File: config.mk
export PLATFORM = sky130hd
export DESIGN_NAME = dca_matrix_load_row_issuer_flat
export DESIGN_NICKNAME = d
export VERILOG_FILES = /design/src/rtl/dca_matrix_load_row_issuer_if.sv /design/src/rtl/dca_matrix_load_row_issuer.sv /design/src/flat_wrapper.sv
export SDC_FILE = /design/constraint.sdc
export NUM_CORES = 1
export LEC_CHECK = 0
export BUFFER_PORTS_ARGS = -buffer_cell sky130_fd_sc_hd__buf_2
export CELL_PAD_IN_SITES_DETAIL_PLACEMENT = 1
export CELL_PAD_IN_SITES_GLOBAL_PLACEMENT = 2
export CORE_UTILIZATION = 33
export CTS_CLUSTER_DIAMETER = 100
export DETAILED_ROUTE_END_ITERATION = 10
export MAX_ROUTING_LAYER = met4
export PLACE_DENSITY_LB_ADDON = 0.1
export SLEW_MARGIN = 20
export SYNTH_ARGS = -nofsm -noshare
export SYNTH_HDL_FRONTEND = slang
export SYNTH_SLANG_ARGS = --single-unit
File: constraint.sdc
create_clock -name clk -period 7.75 [get_ports clk]
set_input_delay 1.55 -clock clk [delete_from_list [all_inputs] [get_ports clk]]
set_output_delay 1.55 -clock clk [all_outputs]
set_load 0.02 [all_outputs]
File: src/rtl/dca_matrix_load_row_issuer_if.sv
// Command, AXI AR, txn-info push and completion signals of the matrix-load row issuer.
// The master modport is the issuer's view; slave is the environment's view.
interface dca_matrix_load_row_issuer_if #(
    parameter int BW_ADDR = 32,
    parameter int BW_ROW  = 8,
    parameter int BW_BEAT = 5
);
    logic               cmd_valid;
    logic               cmd_ready;
    logic [BW_ADDR-1:0] cmd_addr;
    logic [BW_ADDR-1:0] cmd_stride;
    logic [BW_ROW-1:0]  cmd_num_row;
    logic [BW_BEAT-1:0] cmd_num_beat;
    logic               arvalid;
    logic               arready;
    logic [BW_ADDR-1:0] araddr;
    logic [7:0]         arlen;
    logic [2:0]         arsize;
    logic [1:0]         arburst;
    logic               txn_valid;
    logic               txn_ready;
    logic [BW_ROW:0]    txn_info;
    logic               rlast_done;
    logic               busy;
    logic               done;

    modport master (
        input  cmd_valid, cmd_addr, cmd_stride, cmd_num_row, cmd_num_beat,
        input  arready, txn_ready, rlast_done,
        output cmd_ready, arvalid, araddr, arlen, arsize, arburst,
        output txn_valid, txn_info, busy, done
    );

    modport slave (
        output cmd_valid, cmd_addr, cmd_stride, cmd_num_row, cmd_num_beat,
        output arready, txn_ready, rlast_done,
        input  cmd_ready, arvalid, araddr, arlen, arsize, arburst,
        input  txn_valid, txn_info, busy, done
    );
endinterface

File: src/rtl/dca_matrix_load_row_issuer.sv
// Matrix-load row issuer: one AXI read burst plus one txn-info word per row,
// throttled by the number of bursts whose rlast has not yet been consumed.
module dca_matrix_load_row_issuer #(
    parameter int BW_ADDR         = 32,
    parameter int BW_DATA         = 32,
    parameter int BW_ROW          = 8,
    parameter int BW_BEAT         = 5,
    parameter int MAX_OUTSTANDING = 4
) (
    input  logic                        clk,
    input  logic                        rst,
    dca_matrix_load_row_issuer_if.master bus
);
    localparam int                BW_CNT   = $clog2(MAX_OUTSTANDING + 1);
    localparam logic [BW_CNT-1:0] CNT_MAX  = BW_CNT'(MAX_OUTSTANDING);
    localparam logic [BW_CNT-1:0] CNT_ZERO = {BW_CNT{1'b0}};
    localparam logic [BW_CNT-1:0] CNT_ONE  = {{(BW_CNT-1){1'b0}}, 1'b1};
    localparam logic [BW_ROW-1:0] ROW_ZERO = {BW_ROW{1'b0}};
    localparam logic [BW_ROW-1:0] ROW_ONE  = {{(BW_ROW-1){1'b0}}, 1'b1};
    localparam logic [2:0]        AR_SIZE  = 3'($clog2(BW_DATA / 8));

    typedef enum logic [1:0] {
        ST_IDLE  = 2'd0,
        ST_ISSUE = 2'd1,
        ST_DRAIN = 2'd2
    } state_t;

    state_t             state_r, state_nxt_s;
    logic [BW_ADDR-1:0] addr_r, addr_nxt_s;
    logic [BW_ADDR-1:0] stride_r, stride_nxt_s;
    logic [BW_ROW-1:0]  num_row_r, num_row_nxt_s;
    logic [BW_ROW-1:0]  row_idx_r, row_idx_nxt_s;
    logic [BW_BEAT-1:0] num_beat_r, num_beat_nxt_s;
    logic               ar_pend_r, ar_pend_nxt_s;
    logic               tx_pend_r, tx_pend_nxt_s;
    logic [BW_CNT-1:0]  cnt_r, cnt_nxt_s;
    logic               done_r, done_nxt_s;
    logic               busy_r, busy_nxt_s;
    logic               arvalid_s;
    logic               ar_hs_s;
    logic               tx_hs_s;
    logic               last_s;

    assign arvalid_s  = ar_pend_r & (cnt_r < CNT_MAX);
    assign ar_hs_s    = arvalid_s & bus.arready;
    assign tx_hs_s    = tx_pend_r & bus.txn_ready;
    assign last_s     = (row_idx_r == (num_row_r - ROW_ONE));
    assign busy_nxt_s = (state_nxt_s != ST_IDLE);

    assign bus.cmd_ready = (state_r == ST_IDLE) & ~rst;
    assign bus.arvalid   = arvalid_s;
    assign bus.araddr    = addr_r;
    assign bus.arlen     = 8'(num_beat_r) - 8'd1;
    assign bus.arsize    = AR_SIZE;
    assign bus.arburst   = 2'b01;
    assign bus.txn_valid = tx_pend_r;
    assign bus.txn_info  = {last_s, row_idx_r};
    assign bus.busy      = busy_r;
    assign bus.done      = done_r;

    // Outstanding-burst count: AR handshake adds, rlast_done subtracts, saturating at zero.
    always_comb begin
        cnt_nxt_s = cnt_r;
        if (ar_hs_s && !bus.rlast_done) begin
            cnt_nxt_s = cnt_r + CNT_ONE;
        end else if (!ar_hs_s && bus.rlast_done && (cnt_r != CNT_ZERO)) begin
            cnt_nxt_s = cnt_r - CNT_ONE;
        end else begin
            cnt_nxt_s = cnt_r;
        end
    end

    // Next-state and datapath: each pending flag drops on its own handshake.
    always_comb begin
        state_nxt_s    = state_r;
        addr_nxt_s     = addr_r;
        stride_nxt_s   = stride_r;
        num_row_nxt_s  = num_row_r;
        num_beat_nxt_s = num_beat_r;
        row_idx_nxt_s  = row_idx_r;
        ar_pend_nxt_s  = ar_pend_r & ~ar_hs_s;
        tx_pend_nxt_s  = tx_pend_r & ~tx_hs_s;
        done_nxt_s     = 1'b0;
        case (state_r)
            ST_IDLE: begin
                if (bus.cmd_valid) begin
                    addr_nxt_s     = bus.cmd_addr;
                    stride_nxt_s   = bus.cmd_stride;
                    num_row_nxt_s  = bus.cmd_num_row;
                    num_beat_nxt_s = bus.cmd_num_beat;
                    row_idx_nxt_s  = ROW_ZERO;
                    if (bus.cmd_num_row == ROW_ZERO) begin
                        done_nxt_s = 1'b1;
                    end else begin
                        state_nxt_s   = ST_ISSUE;
                        ar_pend_nxt_s = 1'b1;
                        tx_pend_nxt_s = 1'b1;
                    end
                end else begin
                    state_nxt_s = ST_IDLE;
                end
            end
            ST_ISSUE: begin
                // Next row is armed only once both halves of the current row have handshaken.
                if (!ar_pend_r && !tx_pend_r) begin
                    if (last_s) begin
                        state_nxt_s = ST_DRAIN;
                    end else begin
                        row_idx_nxt_s = row_idx_r + ROW_ONE;
                        addr_nxt_s    = addr_r + stride_r;
                        ar_pend_nxt_s = 1'b1;
                        tx_pend_nxt_s = 1'b1;
                    end
                end else begin
                    state_nxt_s = ST_ISSUE;
                end
            end
            ST_DRAIN: begin
                if (cnt_nxt_s == CNT_ZERO) begin
                    done_nxt_s  = 1'b1;
                    state_nxt_s = ST_IDLE;
                end else begin
                    state_nxt_s = ST_DRAIN;
                end
            end
            default: begin
                state_nxt_s = ST_IDLE;
            end
        endcase
    end

    // FSM state register.
    always_ff @(posedge clk) begin
        if (rst) begin
            state_r <= ST_IDLE;
        end else begin
            state_r <= state_nxt_s;
        end
    end

    // Datapath, counter and registered status outputs.
    always_ff @(posedge clk) begin
        if (rst) begin
            addr_r     <= {BW_ADDR{1'b0}};
            stride_r   <= {BW_ADDR{1'b0}};
            num_row_r  <= ROW_ZERO;
            row_idx_r  <= ROW_ZERO;
            num_beat_r <= {BW_BEAT{1'b0}};
            ar_pend_r  <= 1'b0;
            tx_pend_r  <= 1'b0;
            cnt_r      <= CNT_ZERO;
            done_r     <= 1'b0;
            busy_r     <= 1'b0;
        end else begin
            addr_r     <= addr_nxt_s;
            stride_r   <= stride_nxt_s;
            num_row_r  <= num_row_nxt_s;
            row_idx_r  <= row_idx_nxt_s;
            num_beat_r <= num_beat_nxt_s;
            ar_pend_r  <= ar_pend_nxt_s;
            tx_pend_r  <= tx_pend_nxt_s;
            cnt_r      <= cnt_nxt_s;
            done_r     <= done_nxt_s;
            busy_r     <= busy_nxt_s;
        end
    end
endmodule
File: src/flat_wrapper.sv
// flat-port wrapper written by rule: the top's interface ports become plain ports
module dca_matrix_load_row_issuer_flat 
#(
    parameter int BW_ADDR         = 32,
    parameter int BW_DATA         = 32,
    parameter int BW_ROW          = 8,
    parameter int BW_BEAT         = 5,
    parameter int MAX_OUTSTANDING = 4
)
  (clk, rst, bus_cmd_valid, bus_cmd_addr, bus_cmd_stride, bus_cmd_num_row, bus_cmd_num_beat, bus_arready, bus_txn_ready, bus_rlast_done, bus_cmd_ready, bus_arvalid, bus_araddr, bus_arlen, bus_arsize, bus_arburst, bus_txn_valid, bus_txn_info, bus_busy, bus_done);
  dca_matrix_load_row_issuer_if #(.BW_ADDR(BW_ADDR), .BW_ROW(BW_ROW), .BW_BEAT(BW_BEAT)) bus_i ();
  input  logic clk;
  input  logic rst;
  input wire logic [$bits(bus_i.cmd_valid)-1:0] bus_cmd_valid;
  input wire logic [$bits(bus_i.cmd_addr)-1:0] bus_cmd_addr;
  input wire logic [$bits(bus_i.cmd_stride)-1:0] bus_cmd_stride;
  input wire logic [$bits(bus_i.cmd_num_row)-1:0] bus_cmd_num_row;
  input wire logic [$bits(bus_i.cmd_num_beat)-1:0] bus_cmd_num_beat;
  input wire logic [$bits(bus_i.arready)-1:0] bus_arready;
  input wire logic [$bits(bus_i.txn_ready)-1:0] bus_txn_ready;
  input wire logic [$bits(bus_i.rlast_done)-1:0] bus_rlast_done;
  output wire logic [$bits(bus_i.cmd_ready)-1:0] bus_cmd_ready;
  output wire logic [$bits(bus_i.arvalid)-1:0] bus_arvalid;
  output wire logic [$bits(bus_i.araddr)-1:0] bus_araddr;
  output wire logic [$bits(bus_i.arlen)-1:0] bus_arlen;
  output wire logic [$bits(bus_i.arsize)-1:0] bus_arsize;
  output wire logic [$bits(bus_i.arburst)-1:0] bus_arburst;
  output wire logic [$bits(bus_i.txn_valid)-1:0] bus_txn_valid;
  output wire logic [$bits(bus_i.txn_info)-1:0] bus_txn_info;
  output wire logic [$bits(bus_i.busy)-1:0] bus_busy;
  output wire logic [$bits(bus_i.done)-1:0] bus_done;
  assign bus_i.cmd_valid = bus_cmd_valid;
  assign bus_i.cmd_addr = bus_cmd_addr;
  assign bus_i.cmd_stride = bus_cmd_stride;
  assign bus_i.cmd_num_row = bus_cmd_num_row;
  assign bus_i.cmd_num_beat = bus_cmd_num_beat;
  assign bus_i.arready = bus_arready;
  assign bus_i.txn_ready = bus_txn_ready;
  assign bus_i.rlast_done = bus_rlast_done;
  assign bus_cmd_ready = bus_i.cmd_ready;
  assign bus_arvalid = bus_i.arvalid;
  assign bus_araddr = bus_i.araddr;
  assign bus_arlen = bus_i.arlen;
  assign bus_arsize = bus_i.arsize;
  assign bus_arburst = bus_i.arburst;
  assign bus_txn_valid = bus_i.txn_valid;
  assign bus_txn_info = bus_i.txn_info;
  assign bus_busy = bus_i.busy;
  assign bus_done = bus_i.done;
  dca_matrix_load_row_issuer #(.BW_ADDR(BW_ADDR), .BW_DATA(BW_DATA), .BW_ROW(BW_ROW), .BW_BEAT(BW_BEAT), .MAX_OUTSTANDING(MAX_OUTSTANDING)) u_core (.clk(clk), .rst(rst), .bus(bus_i));
endmodule
==> results.py, run 1 <==
metrics = {
    "run_status": {
        "status": "finished, final reports clean",
    },
    "critical_path": {
        "max_stage_delay_ns": 0.51,
        "reg2reg_to": "u_core.bus.araddr[29]",
        "endpoint": "bus_txn_info[8]",
        "cp_max_fo": 4,
        "worstPathArrival_ns": 2.56,
        "reg2reg_slack_ns": 4.29,
        "required_ns": 6.20,
        "slowest_stage": "or4_4",
        "path_common_cell": "xnor2_1",
        "reg2reg_from": "u_core.state_r[0]",
        "reg2reg_depth": 7,
        "critPathCaptureType": "output pin",
        "crit_chain": "inv_1 > ha_1 > xnor2_1 > xnor2_1 > or4_4 > nor3_1 > buf_2",
        "crit_type": "reg2out",
        "crit_path_start": "u_core.num_row_r[0]",
        "startpoint_type": "register",
    },
    "layout": {
        "layout.cells.non_filler": 1108,
        "layout-drive-gt1-share_pct": 21.3,
        "syn_to_final_growth_pct": 19.2,
        "fin_nets": 998,
        "fill_cells": 2215,
        "final_util_pct": 40.6,
    },
    "cts": {
        "ctsLongestPathBuffers": 2,
        "clk_pin_slew_ns": 0.07,
        "cts.sinks": 94,
        "cts_tree": "yes",
        "cts_resized": 0,
        "cts_buffers": 9,
        "cts_hold_buf": 0,
        "postCtsSetupBuffers": 0,
        "cts_root_buffer": "clkbuf_16",
        "cts_htree_levels": 3,
        "clk_latency_ns": 0.36,
    },
    "yosys": {
        "yosys_warnings": 0,
        "synth.distinct_cells": 66,
        "synth_edf_count": 0,
        "synth_seq_cells": 94,
        "synth_most_common_cell": "nand2_1",
        "ys.flop_type": "dfxtp_1",
        "yosysSeqAreaShare_pct": 31.6,
        "yosysTopAreaCellShare_pct": 31.6,
        "syn_avg_cell_area_um2": 7.69,
        "synth_area_leader_cell": "dfxtp_1",
        "synthTopCellsByArea": "dfxtp_1 (32%), nand2_1 (9.3%), a21oi_1 (8.1%)",
        "synthTopCellsByCount": "nand2_1 (147), a21oi_1 (96), dfxtp_1 (94), nor2_1 (58), ha_1 (37)",
        "syn_inst": 773,
        "synth-async-reset-ratio_pct": 0,
        "syn_area_um2": 5950,
    },
    "sta": {
        "max_freq_ghz": 0.243,
        "rsz0062_at_grt": "false",
        "finalCritPeriodShare_pct": 53.0,
        "tightestPinTransition_ns": 1.07,
        "finClkSkew_ns": 0.0103,
        "relSlewSlack_pct": 28.5,
        "tns_ns": 0,
        "hold_viol": 0,
        "setup_viol": 0,
        "maxSlewViolCount": 0,
        "fin_crit_ns": 4.11,
        "worst_hold_slack_ns": 0.468,
    },
    "die": {
        "die_x_um": 136,
        "io_pins": 142,
        "start_util_pct": 34.0,
        "num_rows": 48,
        "core_um2": 17500,
        "die_area_um2": 18600,
        "die_h_um": 136,
    },
    "power": {
        "p_total_mw": 1.53,
        "swShare_pct": 34.2,
        "p_sw_uw": 524,
        "power_frac_clock_pct": 34.8,
        "ir_worst_vdd_mv": 0.109,
        "p_seq_share_pct": 36.9,
        "combPwrFrac_pct": 28.2,
        "p_int_mw": 1.01,
        "p_leak_nw": 3.13,
        "power_density_nw_per_um2": 216,
    },
    "placement": {
        "gp_congestion": 0.802,
        "port_buffers": 136,
        "dp.cells": 1091,
        "dp_hpwl_um": 14000,
    },
    "min_path": {
        "hp-class": "reg2reg",
        "min_path_cells": 2,
        "min_from": "u_core.stride_r[23]",
    },
    "grt": {
        "grt_pass1_vias": 6110,
        "track_usage_pct": 22.0,
        "grt_overflow_total": 0,
        "antenna_found_initial": 1,
        "grt_pass1_wl_um": 30800,
        "grt_max_degree": 59,
    },
    "detailed_routing": {
        "drc": 0,
        "ant_nets": 0,
        "finalWirelength_um": 19100,
        "dr.pass1.iters": 4,
        "first_iter_violations": 220,
        "via_count": 5942,
        "viasPerCell": 5.36,
        "wire_per_inst_um": 17.3,
    },
    "flow_run": {
        "maxCapViolations": 0,
    },
}
==> worst min-delay path by stage <==
| stage | to | slack (ns) |
|---|---|---|
| floorplan | u_core.stride_r[0] | 0.44 |
| global placement | u_core.stride_r[30] | 0.45 |
| CTS | u_core.stride_r[10] | 0.47 |
| finish | u_core.stride_r[23] | 0.47 |
| global route | u_core.stride_r[2] | 0.49 |
| detailed placement | u_core.stride_r[30] | 0.46 |
==> cell families after synthesis <==
logic type               count (synthesis)  share of synthesized area (%)
AO/OA/AOI/OAI                          226                           26.2
other                                    2                          0.126
AND/OR/NAND/NOR                        298                           22.7
multiplexers                             4                          0.673
XOR/XNOR                                34                           5.01
flip-flops                              94                           31.6
adder cells (fa/ha/maj)                 38                           8.12
buffers and inverters                   77                           5.51
==> area by class of cell <==
class	instances	area (µm²)	area share, %
Tap cell	225	282	3.97
Timing Repair Buffer	141	721	10.2
Sequential cell	94	1880	26.5
Multi-Input combinational cell	605	3760	53.0
Inverter	26	97.6	1.38
Clock inverter	7	120	1.69
Antenna cell	1	2.50	0.0353
Clock buffer	9	225	3.18
==> registers in the layout, summed over array words and instances (netlist names), 2 cells and up <==
| signal | cells |
|---|---|
| u_core.bus.araddr | 32 |
| u_core.stride_r | 32 |
| u_core.num_row_r | 8 |
| u_core.row_idx_r | 8 |
| u_core.num_beat_r | 5 |
| u_core.cnt_r | 3 |
| u_core.state_r | 2 |
==> critical path: cells and delay by family, from the launching register on <==
kind | cells | cell delay [ns]
AND/OR/NAND/NOR | 2 | 0.94
flip-flops | 1 | 0.43
buffers and inverters | 2 | 0.32
XOR/XNOR | 2 | 0.30
adder cells (fa/ha/maj) | 1 | 0.22
==> placed cells by master (no fill, tap or decap), drive strengths merged, types with 6 or more instances in the layout <==
master	count
or3	6
nor2	58
dfxtp	94
nand2	148
ha	37
a31oi	8
clkbuf	9
inv	27
a311oi	18
o21ai	25
a211oi	12
xor2	12
a21oi	96
and3	8
and2	6
nand3	12
xnor2	22
a21o	19
nand2b	6
buf	141
nor3	22
==> power by group through the flow <==
| stage | registers, mW | logic, mW | clock network [mW] |
|---|---|---|---|
| global route | 0.571 | 0.487 | 0.563 |
| floorplan | 0.589 | 0.292 | 0 |
| global placement | 0.575 | 0.421 | 0 |
| CTS | 0.566 | 0.438 | 0.546 |
| detailed placement | 0.577 | 0.435 | 0 |
| finish | 0.565 | 0.432 | 0.533 |
==> per-stage QoR <==
step	worst slack, ns	area, µm²
after global placement	3.91	6740
after detailed placement	3.78	6740
after global routing	3.45	7090
after floorplan	3.79	5960
after CTS	3.62	7090
final	3.64	7090
==> per-layer routing <==
layer	global-route usage (%)	vias to the layer above	wire [µm]
met2	37.2	106	9230
met1	26.9	2870	9030
met4	7.22	0	308
met3	2.61	19	584
li1	-	2947	-
met5	-	-	0
(Power assumes the default switching activity.)
==> inputs of run 2 (changes only) <==
- CORE_UTILIZATION: 33 -> 28
- clock period: 7.75 -> 3.35 ns (I/O delays scaled with it)
==> results.py, run 2 (same netlist as run 1, synthesis figures left out) <==
metrics = {
    "run_status": {
        "status": "finished, final reports clean",
    },
    "critical_path": {
        "slowest_stage": "or4_1",
        "reg2reg_depth": 11,
        "cp_max_fo": 8,
        "max_stage_delay_ns": 0.51,
        "required_ns": 3.57,
        "worstPathArrival_ns": 3.29,
        "crit_type": "reg2reg",
        "startpoint_type": "register",
        "crit_chain": "ha_1 > inv_1 > fa_1 > nor2b_1 > o31ai_2 > a21oi_1 > o21a_1 > a21o_2 > a311oi_1 > or4_1 > nor4b_1",
        "critPathCaptureType": "register",
    },
    "sta": {
        "hold_viol": 0,
        "tns_ns": 0,
        "rsz0062_at_grt": "false",
        "finClkSkew_ns": 0.0107,
        "max_freq_ghz": 0.326,
        "tightestPinTransition_ns": 0.645,
        "relSlewSlack_pct": 57.0,
        "finalCritPeriodShare_pct": 91.4,
        "setup_viol": 0,
        "maxSlewViolCount": 0,
        "fin_crit_ns": 3.06,
    },
    "cts": {
        "cts.sinks": 94,
        "cts_root_buffer": "clkbuf_16",
        "cts_buffers": 9,
        "postCtsSetupBuffers": 0,
        "cts_tree": "yes",
        "cts_htree_levels": 3,
        "clk_pin_slew_ns": 0.07,
        "clk_latency_ns": 0.36,
        "ctsLongestPathBuffers": 2,
    },
    "detailed_routing": {
        "drc": 0,
        "first_iter_violations": 224,
        "via_count": 5903,
        "finalWirelength_um": 20300,
        "viasPerCell": 5.09,
        "wire_per_inst_um": 17.5,
        "ant_nets": 0,
        "dr.pass1.iters": 4,
    },
    "grt": {
        "grt_overflow_total": 0,
        "grt_pass1_wl_um": 32600,
        "grt_max_degree": 49,
        "grt_pass1_vias": 6168,
        "track_usage_pct": 19.6,
        "antenna_found_initial": 1,
    },
    "layout": {
        "final_util_pct": 35.0,
        "layout_common_cells": "nand2_1 (147), buf_2 (135), a21oi_1 (96), dfxtp_1 (94), nor2_1 (58)",
        "layout_commonest_cell": "nand2_1",
        "fin_nets": 1005,
        "layout-drive-gt1-share_pct": 22.2,
        "syn_to_final_growth_pct": 20.8,
    },
    "die": {
        "die_h_um": 148,
        "core_um2": 20500,
        "die_area_um2": 21800,
        "start_util_pct": 29.0,
        "num_rows": 52,
        "io_pins": 142,
        "die_x_um": 148,
    },
    "placement": {
        "dp_hpwl_um": 15200,
        "port_buffers": 136,
        "gp_congestion": 0.828,
    },
    "min_path": {
        "hp-class": "reg2reg",
        "min_path_cells": 2,
    },
    "power": {
        "ir_worst_vdd_mv": 0.209,
        "power_density_nw_per_um2": 481,
        "p_leak_nw": 3.15,
    },
    "flow_run": {
        "maxCapViolations": 0,
    },
}
run 2: cell type report:
class	count	area, µm²
Fill cell	2598	13300
Multi-Input combinational cell	605	3770
Sequential cell	94	1880
Timing Repair Buffer	148	773
Tap cell	270	338
Clock buffer	11	253
Inverter	26	97.6
Clock inverter	5	63.8
Antenna cell	1	2.50
run 2: repair_timing:
item,in CTS,in global routing
hold buffers,0,0
gates resized for setup,0,3
setup endpoints to repair,0,2
run 2: through the flow:
stage | setup slack [ns] | power, mW | instances | area [µm²] | hold WS [ns]
finish | 0.287 | 3.46 | 1160 | 7180 | 0.462
global route | 0.0277 | 3.67 | 1160 | 7180 | 0.478
CTS | 0.0233 | 3.51 | 1159 | 7170 | 0.463
detailed placement | 0.211 | 2.37 | 1143 | 6850 | 0.453
global placement | 0.281 | 2.33 | 1143 | 6850 | 0.448
floorplan | 0.482 | 2.04 | 776 | 5960 | 0.440
run 2: final timing paths:
path,from,endpoint,slack [ns]
worst max-delay path,u_core.bus.araddr[0],u_core.bus.araddr[30],0.29
worst min-delay path,u_core.stride_r[30],u_core.stride_r[30],0.46
worst max register to register,u_core.bus.araddr[0],u_core.bus.araddr[30],0.29
worst min register to register,u_core.stride_r[30],u_core.stride_r[30],0.46
run 2: routing by layer:
metal | vias up | global-route usage (%) | part of all wire, %
met4 | 0 | 6.29 | 1.6
li1 | 2953 | - | -
met3 | 20 | 3.18 | 4.0
met1 | 2819 | 24.1 | 47
met2 | 111 | 32.7 | 47
met5 | - | - | 0
run 2: power breakdown:
part           total (mW)  switching (mW)  internal [mW]
clock                1.12           0.494          0.627
sequential           1.30          0.0863           1.22
combinational        1.03           0.649          0.384
total                3.46            1.23           2.23
run 2: worst max-delay path, delay by kind of cell (launching register included):
kind,cells,cell delay (ns)
buffers and inverters,1,0.06
flip-flops,1,0.35
adder cells (fa/ha/maj),2,0.58
AND/OR/NAND/NOR,3,0.90
AO/OA/AOI/OAI,5,1.02
==> inputs of run 3 (changes only) <==
==> constraint.sdc (replaced) <==
create_clock -name clk -period 3.35 [get_ports clk]
set_input_delay 0 -clock clk [delete_from_list [all_inputs] [get_ports clk]]
set_output_delay 0 -clock clk [all_outputs]
set_load 0.02 [all_outputs]
==> results.py, run 3 (same netlist as run 1, synthesis figures left out) <==
metrics = {
    "layout": {
        "fill_cells": 2520,
        "final_util_pct": 38.9,
        "syn_to_final_growth_pct": 34.2,
        "layout-drive-gt1-share_pct": 20.6,
        "fin_nets": 1079,
        "layout_commonest_cell": "nand2_1",
        "layout_common_cells": "nand2_1 (147), buf_2 (135), a21oi_1 (95), dfxtp_1 (94), dlygate4sd3_1 (75)",
    },
    "die": {
        "die_x_um": 148,
        "start_util_pct": 29.0,
        "num_rows": 52,
        "core_um2": 20500,
        "die_area_um2": 21800,
        "io_pins": 142,
        "die_h_um": 148,
    },
    "cts": {
        "ctsLongestPathBuffers": 2,
        "cts_root_buffer": "clkbuf_16",
        "cts.sinks": 94,
        "clk_latency_ns": 0.36,
        "cts_buffers": 9,
        "clk_pin_slew_ns": 0.07,
        "cts_htree_levels": 3,
        "postCtsSetupBuffers": 0,
        "cts_tree": "yes",
    },
    "sta": {
        "max_freq_ghz": 0.316,
        "fin_crit_ns": 3.17,
        "finalCritPeriodShare_pct": 94.6,
        "tightestPinTransition_ns": 0.884,
        "setup_viol": 0,
        "maxSlewViolCount": 0,
        "tns_ns": 0,
        "finClkSkew_ns": 0.00887,
        "rsz0062_at_grt": "false",
        "hold_viol": 0,
        "relSlewSlack_pct": 41.0,
    },
    "power": {
        "p_total_mw": 3.61,
        "power_density_nw_per_um2": 452,
        "p_sw_mw": 1.26,
        "p_leak_nw": 3.50,
        "p_seq_share_pct": 36.2,
        "combPwrFrac_pct": 31.0,
        "ir_worst_vdd_mv": 0.232,
        "power_frac_clock_pct": 32.9,
        "p_int_mw": 2.35,
        "swShare_pct": 34.9,
    },
    "critical_path": {
        "path_common_cell": "xnor2_1",
        "crit_chain": "inv_1 > ha_1 > xnor2_1 > xnor2_1 > or4_4 > o31ai_4 > nand2_4 > buf_12 > nor2_1 > a311oi_2 > dlygate4sd3_1",
        "critPathCaptureType": "register",
        "max_stage_delay_ns": 0.57,
        "path_buf_inv": 3,
        "worstPathArrival_ns": 3.42,
        "startpoint_type": "register",
        "crit_type": "reg2reg",
        "crit_cells": 11,
        "slowest_stage": "dlygate4sd3_1",
        "cp_max_fo": 18,
        "reg2reg_depth": 11,
        "required_ns": 3.60,
        "path_delay_family": "buffers and inverters",
    },
    "grt": {
        "grt_pass1_wl_um": 34100,
        "grt_max_degree": 70,
        "antenna_found_initial": 1,
        "track_usage_pct": 20.4,
        "grt_pass1_vias": 6546,
        "grt_overflow_total": 0,
    },
    "run_status": {
        "status": "finished, final reports clean",
    },
    "detailed_routing": {
        "dr.pass1.iters": 4,
        "first_iter_violations": 241,
        "wire_per_inst_um": 17.5,
        "via_count": 6264,
        "finalWirelength_um": 21600,
        "viasPerCell": 5.08,
        "ant_nets": 0,
        "drc": 0,
    },
    "placement": {
        "port_buffers": 136,
        "dp_hpwl_um": 15500,
        "gp_congestion": 0.831,
    },
    "min_path": {
        "min_path_cells": 3,
        "hp-class": "in2reg",
    },
    "flow_run": {
        "maxCapViolations": 0,
    },
}
==> run 3: stage by stage <==
step	area [µm²]	hold slack, ns	setup WS, ns	instances
6_report	7980	0.000539	0.182	1234
5_1_grt	7980	0.0198	0.00407	1234
4_1_cts	7930	0.00640	0.0753	1232
3_5_place_dp	6850	0.248	0.108	1141
3_3_place_gp	6850	0.243	0.284	1141
2_1_floorplan	5960	0.136	0.482	776
==> run 3: worst reg2reg max path, stage by stage, from the launching register on <==
cell           delay, ns
dfxtp_1             0.43
inv_1               0.07
ha_1                0.23
xnor2_1             0.14
xnor2_1             0.15
or4_4               0.51
o31ai_4             0.33
nand2_4             0.20
buf_12              0.25
nor2_1              0.12
a311oi_2            0.06
dlygate4sd3_1       0.57
==> run 3: area by class of cell <==
class / instances / area, µm² / area share (%)
well taps: 270 / 338 / 4.23
repair buffers: 222 / 1550 / 19.4
clock inverters: 6 / 90.1 / 1.13
flip-flops and latches: 94 / 1880 / 23.6
inverters: 26 / 97.6 / 1.22
diodes: 1 / 2.50 / 0.0314
clock buffers: 10 / 239 / 3.00
multi-input cells: 605 / 3780 / 47.4
==> run 3: timing repair <==
action | in CTS | in global routing
hold buffers | 75 | 0
gates resized for setup | 0 | 5
endpoints found under the hold margin | 66 | 0
setup endpoints to repair | 0 | 4
==> run 3: power groups by stage <==
| stage | combinational, mW | clock, mW | sequential (mW) |
|---|---|---|---|
| floorplan | 0.675 | 0 | 1.36 |
| global placement | 1.01 | 0 | 1.33 |
| detailed placement | 1.04 | 0 | 1.33 |
| CTS | 1.11 | 1.21 | 1.31 |
| global route | 1.25 | 1.25 | 1.32 |
| finish | 1.12 | 1.19 | 1.30 |
==> run 3: worst paths after layout <==
check                           to  slack (ns)                 from
max reg2reg  u_core.bus.araddr[21]        0.18  u_core.num_row_r[0]
min reg2reg     u_core.stride_r[3]        0.47   u_core.stride_r[3]
max          u_core.bus.araddr[21]        0.18  u_core.num_row_r[0]
min          u_core.bus.araddr[27]      0.0005     bus_cmd_addr[27]
==> run 3: routing by layer <==
metal  global-route usage [%]  share of wire (%)  vias to the layer above
li1                         -                  -                     3091
met1                     24.7                 47                     3052
met2                     35.1                 49                      105
met3                     2.72                3.2                       16
met4                     5.98                1.5                        0
met5                        -                  0                        -
